--- src/rtl/delay_reflections_ramp_bank.sv ---
// Bank of NCH reflection channels, each with a soft-ramped 9-bit gain (unity = 256),
// per-channel mute and a saturating attenuator. Optional summed output under DELAY_REFLECTIONS_MIX_EN.
module delay_reflections_ramp_bank #(
  parameter int DWIDTH     = 16,
  parameter int NCH        = 4,
  parameter int RAMP_STEP  = 1,
  parameter int LEVEL_COMP = 0,
  parameter int UNMUTE_EN  = 1
) (
  input  logic                    clk_i,
  input  logic                    arst_n_i,
  input  logic                    sample_tick_i,
  input  logic [NCH*8-1:0]        level_i,
  input  logic [NCH-1:0]          mute_i,
  input  logic                    unmute_trigger_i,
  input  logic [NCH*DWIDTH-1:0]   data_i,
  output logic [NCH*DWIDTH-1:0]   data_o,
`ifdef DELAY_REFLECTIONS_MIX_EN
  output logic [DWIDTH-1:0]       mix_o,
`endif
  output logic                    valid_o,
  output logic [NCH-1:0]          busy_o
);

  localparam logic [1:0] ST_IDLE      = 2'd0;
  localparam logic [1:0] ST_RAMP_UP   = 2'd1;
  localparam logic [1:0] ST_RAMP_DOWN = 2'd2;
  localparam logic [1:0] ST_MUTED     = 2'd3;

  // Product width: DWIDTH sample times a 10-bit signed (always non-negative) gain.
  localparam int PW = DWIDTH + 10;
  localparam logic signed [PW-1:0] SAT_MAX = {{(PW-DWIDTH+1){1'b0}}, {(DWIDTH-1){1'b1}}};
  localparam logic signed [PW-1:0] SAT_MIN = {{(PW-DWIDTH+1){1'b1}}, {(DWIDTH-1){1'b0}}};

  logic trigger;
  assign trigger = (UNMUTE_EN != 0) && unmute_trigger_i;

  function automatic logic [1:0] next_state(input logic [8:0] g, input logic [8:0] t);
    if (g < t)           return ST_RAMP_UP;
    else if (g > t)      return ST_RAMP_DOWN;
    else if (t == 9'd0)  return ST_MUTED;
    else                 return ST_IDLE;
  endfunction

`ifdef DELAY_REFLECTIONS_MIX_EN
  logic [NCH*DWIDTH-1:0] sat_all;
`endif

  for (genvar k = 0; k < NCH; k++) begin : g_ch
    logic [8:0]              gain_q, gain_d, target;
    logic [1:0]              state_q, state_d;
    logic [9:0]              level_sum, up_sum;
    logic signed [PW-1:0]    din_ext, gain_ext, prod, shifted;
    logic [DWIDTH-1:0]       sat, data_q;

    // NOTE: every always_comb output gets a default first so no path can infer a latch.
    always_comb begin
      level_sum = {2'b00, level_i[8*k +: 8]} + 10'(LEVEL_COMP);
      target    = 9'd0;
      if (!mute_i[k]) target = (level_sum > 10'd511) ? 9'd511 : level_sum[8:0];

      up_sum  = {1'b0, gain_q} + 10'(RAMP_STEP);
      gain_d  = gain_q;
      state_d = state_q;
      if (trigger) begin
        gain_d  = 9'd0;
        state_d = next_state(9'd0, target);
      end else if (sample_tick_i) begin
        if (gain_q < target)
          gain_d = (up_sum > {1'b0, target}) ? target : up_sum[8:0];
        else if (gain_q > target)
          gain_d = ({1'b0, gain_q} >= {1'b0, target} + 10'(RAMP_STEP)) ?
                   (gain_q - 9'(RAMP_STEP)) : target;
        state_d = next_state(gain_d, target);
      end
    end

    // Attenuation uses the gain held before this tick's update.
    always_comb begin
      din_ext  = PW'($signed(data_i[k*DWIDTH +: DWIDTH]));
      gain_ext = PW'($signed({1'b0, gain_q}));
      prod     = din_ext * gain_ext;
      shifted  = prod >>> 8;
      if (shifted > SAT_MAX)      sat = SAT_MAX[DWIDTH-1:0];
      else if (shifted < SAT_MIN) sat = SAT_MIN[DWIDTH-1:0];
      else                        sat = shifted[DWIDTH-1:0];
    end

    // NOTE: sequential state uses non-blocking assignments so all channels see pre-edge values.
    always_ff @(posedge clk_i or negedge arst_n_i) begin
      if (!arst_n_i) begin
        gain_q  <= 9'd0;
        state_q <= ST_MUTED;
        data_q  <= '0;
      end else begin
        gain_q  <= gain_d;
        state_q <= state_d;
        if (sample_tick_i) data_q <= sat;
      end
    end

    assign data_o[k*DWIDTH +: DWIDTH] = data_q;
    assign busy_o[k] = (state_q == ST_RAMP_UP) || (state_q == ST_RAMP_DOWN);
`ifdef DELAY_REFLECTIONS_MIX_EN
    assign sat_all[k*DWIDTH +: DWIDTH] = sat;
`endif
  end

  always_ff @(posedge clk_i or negedge arst_n_i) begin
    if (!arst_n_i) valid_o <= 1'b0;
    else           valid_o <= sample_tick_i;
  end

`ifdef DELAY_REFLECTIONS_MIX_EN
  // Sum width grows by log2(NCH)+1 so the accumulation itself never wraps.
  localparam int MW = DWIDTH + $clog2(NCH) + 1;
  localparam logic signed [MW-1:0] MIX_MAX = {{(MW-DWIDTH+1){1'b0}}, {(DWIDTH-1){1'b1}}};
  localparam logic signed [MW-1:0] MIX_MIN = {{(MW-DWIDTH+1){1'b1}}, {(DWIDTH-1){1'b0}}};

  logic signed [MW-1:0] mix_sum;
  logic [DWIDTH-1:0]    mix_sat;

  always_comb begin
    mix_sum = '0;
    for (int i = 0; i < NCH; i++)
      mix_sum = mix_sum + MW'($signed(sat_all[i*DWIDTH +: DWIDTH]));
    if (mix_sum > MIX_MAX)      mix_sat = MIX_MAX[DWIDTH-1:0];
    else if (mix_sum < MIX_MIN) mix_sat = MIX_MIN[DWIDTH-1:0];
    else                        mix_sat = mix_sum[DWIDTH-1:0];
  end

  always_ff @(posedge clk_i or negedge arst_n_i) begin
    if (!arst_n_i)          mix_o <= '0;
    else if (sample_tick_i) mix_o <= mix_sat;
  end
`endif

endmodule

--- config.mk ---
export PLATFORM = sky130hd
export DESIGN_NAME = delay_reflections_ramp_bank
export DESIGN_NICKNAME = d
export VERILOG_FILES = /design/src/rtl/delay_reflections_ramp_bank.sv
export SDC_FILE = /design/constraint.sdc
export NUM_CORES = 2
export LEC_CHECK = 0
export BUFFER_PORTS_ARGS = -buffer_cell sky130_fd_sc_hd__clkbuf_2
export CAP_MARGIN = 20
export CORE_MARGIN = 1.5
export CORE_UTILIZATION = 50
export DETAILED_ROUTE_END_ITERATION = 12
export GPL_TIMING_DRIVEN = 0
export PLACE_DENSITY = 0.69
export SLEW_MARGIN = 20
export SYNTH_ARGS = -nofsm -noshare
export SYNTH_HDL_FRONTEND = slang
export SYNTH_SLANG_ARGS = --single-unit
--- constraint.sdc ---
create_clock -name clk_i -period 8.8 [get_ports clk_i]
set_input_delay 0.88 -clock clk_i [delete_from_list [all_inputs] [get_ports clk_i]]
set_output_delay 0.88 -clock clk_i [all_outputs]
set_load 0.01 [all_outputs]
==> run metrics <==
Max Buffers Root-to-Sink 2; maximum capacitance violations 0; clock share of power 4.8%; Routed Wire Length 83440 µm; vias in the first global route 25970; # fillers 5976; register area 2738 µm²; Die Span Y 254.8 µm; worst slack, placed 1.121 ns; Post-Syn Area 31710 µm²; Int Pwr 0.004122 W; total track usage 26.68%; post-synthesis sequential area ratio 8.633%; largest net degree at the start of global routing 58; total number of yosys warnings 0; Final #Nets 4856; initial cell density of the core 50.46%; Clock H-tree levels 3; CTS Buf Count 9; cells after synthesis 3764; Layout area overhead 6.309%; Tmin final 7.790 ns; Via density 5.452; arrival time of the worst setup path 8.13 ns; DR WL/cell 17.56 µm; clock-pin slew on the worst setup and hold paths 0.08 ns; Synth cell types 93; Seq cells post-synth 109; share of layout cells above drive strength 1 5.634%; core area 62850 µm²; CP Capture Type register; Buffers on Ports 124; Lkg Pwr 17.71 nW; CTS resizes 0; relative slew slack 30.45%; HP Class in2async; most frequent cell after synthesis inv_1; pwr dens 267.6 nW/µm²; top cell type by total area after synthesis fa_1; CTS Hold Bufs 0; # IOs 173; initial DRC count 1752; Worst Path Max Fanout 10; CTS tree yes; Worst Path Required 9.14 ns; fin crit share 88.53%; Diodes inserted 0; Synth top area share 30.55%; Detail Placement HPWL 67620 µm; clock sink total 109; result of the run completed; Skew-Pair Late Insertion Delay 0.40 ns; Slew Viols, Final 0; RSZ-0062 raised after global routing false; # Post-CTS Setup Buffers 0; Max Freq 128.4 MHz; sw frac 54.31%; grt total ovfl 0; Final Skew 0.01248 ns; area of the multi-input gates 25630 µm²; Post-synth EDFFs 0; first-pass GRT wire length 137200 µm; P_sw 0.004901 W; Seq pwr share 10.0%; # DRC 0; clk root buf clkbuf_16; Chip Width 254.8 µm; FP Rows 92; GP Congestion 0.9551; die area 64940 µm²; worst slew pin tran 1.030 ns; DR vias 25900; TritonRoute pass-1 iters 5; Setup-failing EPs final 0; critical path launch point type register; total power 0.009023 W; antenna violations before repair 1; critical path type reg2reg; sum of negative setup slack 0 ns; post-route setup slack 1.010 ns; Final Hold Fails 0; syn_area_per_cell 8.425 µm²; Synth Net Count 4720; ys flop type dfrtp_1; final antenna-violating net count 0; Synth area leaders fa_1, ha_1, inv_1, dfrtp_1, and2_1; Logic pwr share 85.2%; Post-synth top cells inv_1, fa_1, nand2_1; Async SR Flop Fraction 100.0%; Peak VDD IR 0.1747 mV
## cell usage in the layout, fill, tap and decap left out, drive strengths merged, types with 17 or more instances in the layout
master  synthesis  layout
nor2b          45      45
inv           702     703
a21oi         125     125
nor2          177     177
a31oi          30      30
xor2           36      36
nand2b         31      31
or3            23      23
nor3           42      42
mux2i          38      38
dfrtp         101     101
nand2         458     458
a21o           41      41
o21a           45      45
nand4          35      35
ha            368     368
fa            484     484
and2          277     277
clkbuf        131     267
a221o          24      24
nand3          57      57
xnor2         103     103
buf            49      50
o21ai         107     107
and3           17      17
## registers in the layout (all words and copies together) (netlist names)
signal	count
g_ch.data_q	64
valid_o	1
g_ch.gain_q	36
g_ch.state_q	8
## per-layer routing
| layer | GRT usage (%) | up-vias | part of all wire, % |
|---|---|---|---|
| met1 | 38.28 | 12740 | 45 |
| met2 | 42.41 | 820 | 46 |
| met4 | 7.456 | 2 | 2.2 |
| li1 | - | 12240 | - |
| met3 | 3.346 | 105 | 6.4 |
| met5 | 0 | - | 0.013 |
## final cells by class
class                      count  share of cell area (%)
clock inverter                 4                 0.09279
timing repair buffer         125                   1.948
clock buffer                  12                  0.7311
sequential                   109                   8.121
inverter                     702                   7.816
buffer                       180                   2.116
tap                          846                   3.140
multi-input combinational   2773                   76.04
## per-stage QoR
stage | util (%) | std cells | area [µm²] | hold WS, ns
5_1_grt | 53.64 | 4751 | 33710 | 0.4977
4_1_cts | 53.64 | 4751 | 33710 | 0.4782
2_1_floorplan | - | 3764 | 31710 | 0.4635
6_report | 53.64 | 4751 | 33710 | 0.4685
3_5_place_dp | 53.20 | 4735 | 33430 | 0.4808
3_3_place_gp | 53.13 | 4734 | 33390 | 0.4761
## worst max-delay path: stages (launching register included)
cell	delay [ns]
dfrtp_1	0.42
clkbuf_1	0.32
clkbuf_1	0.51
clkbuf_1	0.55
nand2_1	0.17
fa_1	0.57
inv_1	0.05
fa_1	0.50
inv_1	0.05
fa_1	0.47
inv_1	0.06
fa_1	0.52
inv_1	0.05
fa_1	0.53
inv_1	0.04
ha_1	0.34
a21o_1	0.21
a41oi_2	0.39
o22ai_1	0.29
a221oi_2	0.40
o21bai_2	0.13
mux2i_1	0.13
nor2_1	0.53
buf_2	0.34
a221o_1	0.14
## power by group through the flow
stage	Sequential, W	Combinational (W)	Clock, W
after floorplan	0.000929	0.00582	0
after global placement	0.000909	0.00753	0
after detailed placement	0.000910	0.00764	0
after CTS	0.000902	0.00771	0.000450
after global routing	0.000926	0.00876	0.000462
final	0.000906	0.00768	0.000432
## cells by family after synthesis
kind of cell             share of synthesized area, %
AO/OA/AOI/OAI                                   11.59
XOR/XNOR                                        3.839
adder cells (fa/ha/maj)                         45.07
buffers and inverters                           10.55
flip-flops                                      8.633
multiplexers                                    1.637
AND/OR/NAND/NOR                                 18.67
## final timing paths
check | startpoint | end | slack [ns] | cells past startpoint
max in group asynchronous | arst_n_i | g_ch[1].state_q[0] | 7.59 | 2
hold reg to reg | g_ch[1].state_q[0] | g_ch[1].state_q[0] | 0.50 | 2
min in group clk_i | g_ch[1].state_q[0] | g_ch[1].state_q[0] | 0.50 | 2
setup reg to reg | g_ch[2].gain_q[3] | g_ch[2].data_q[5] | 1.01 | 24
setup / recovery | g_ch[2].gain_q[3] | g_ch[2].data_q[5] | 1.01 | 24
hold / removal | arst_n_i | g_ch[3].data_q[6] | 0.47 | 1
Power figures use the tool's default switching activity.
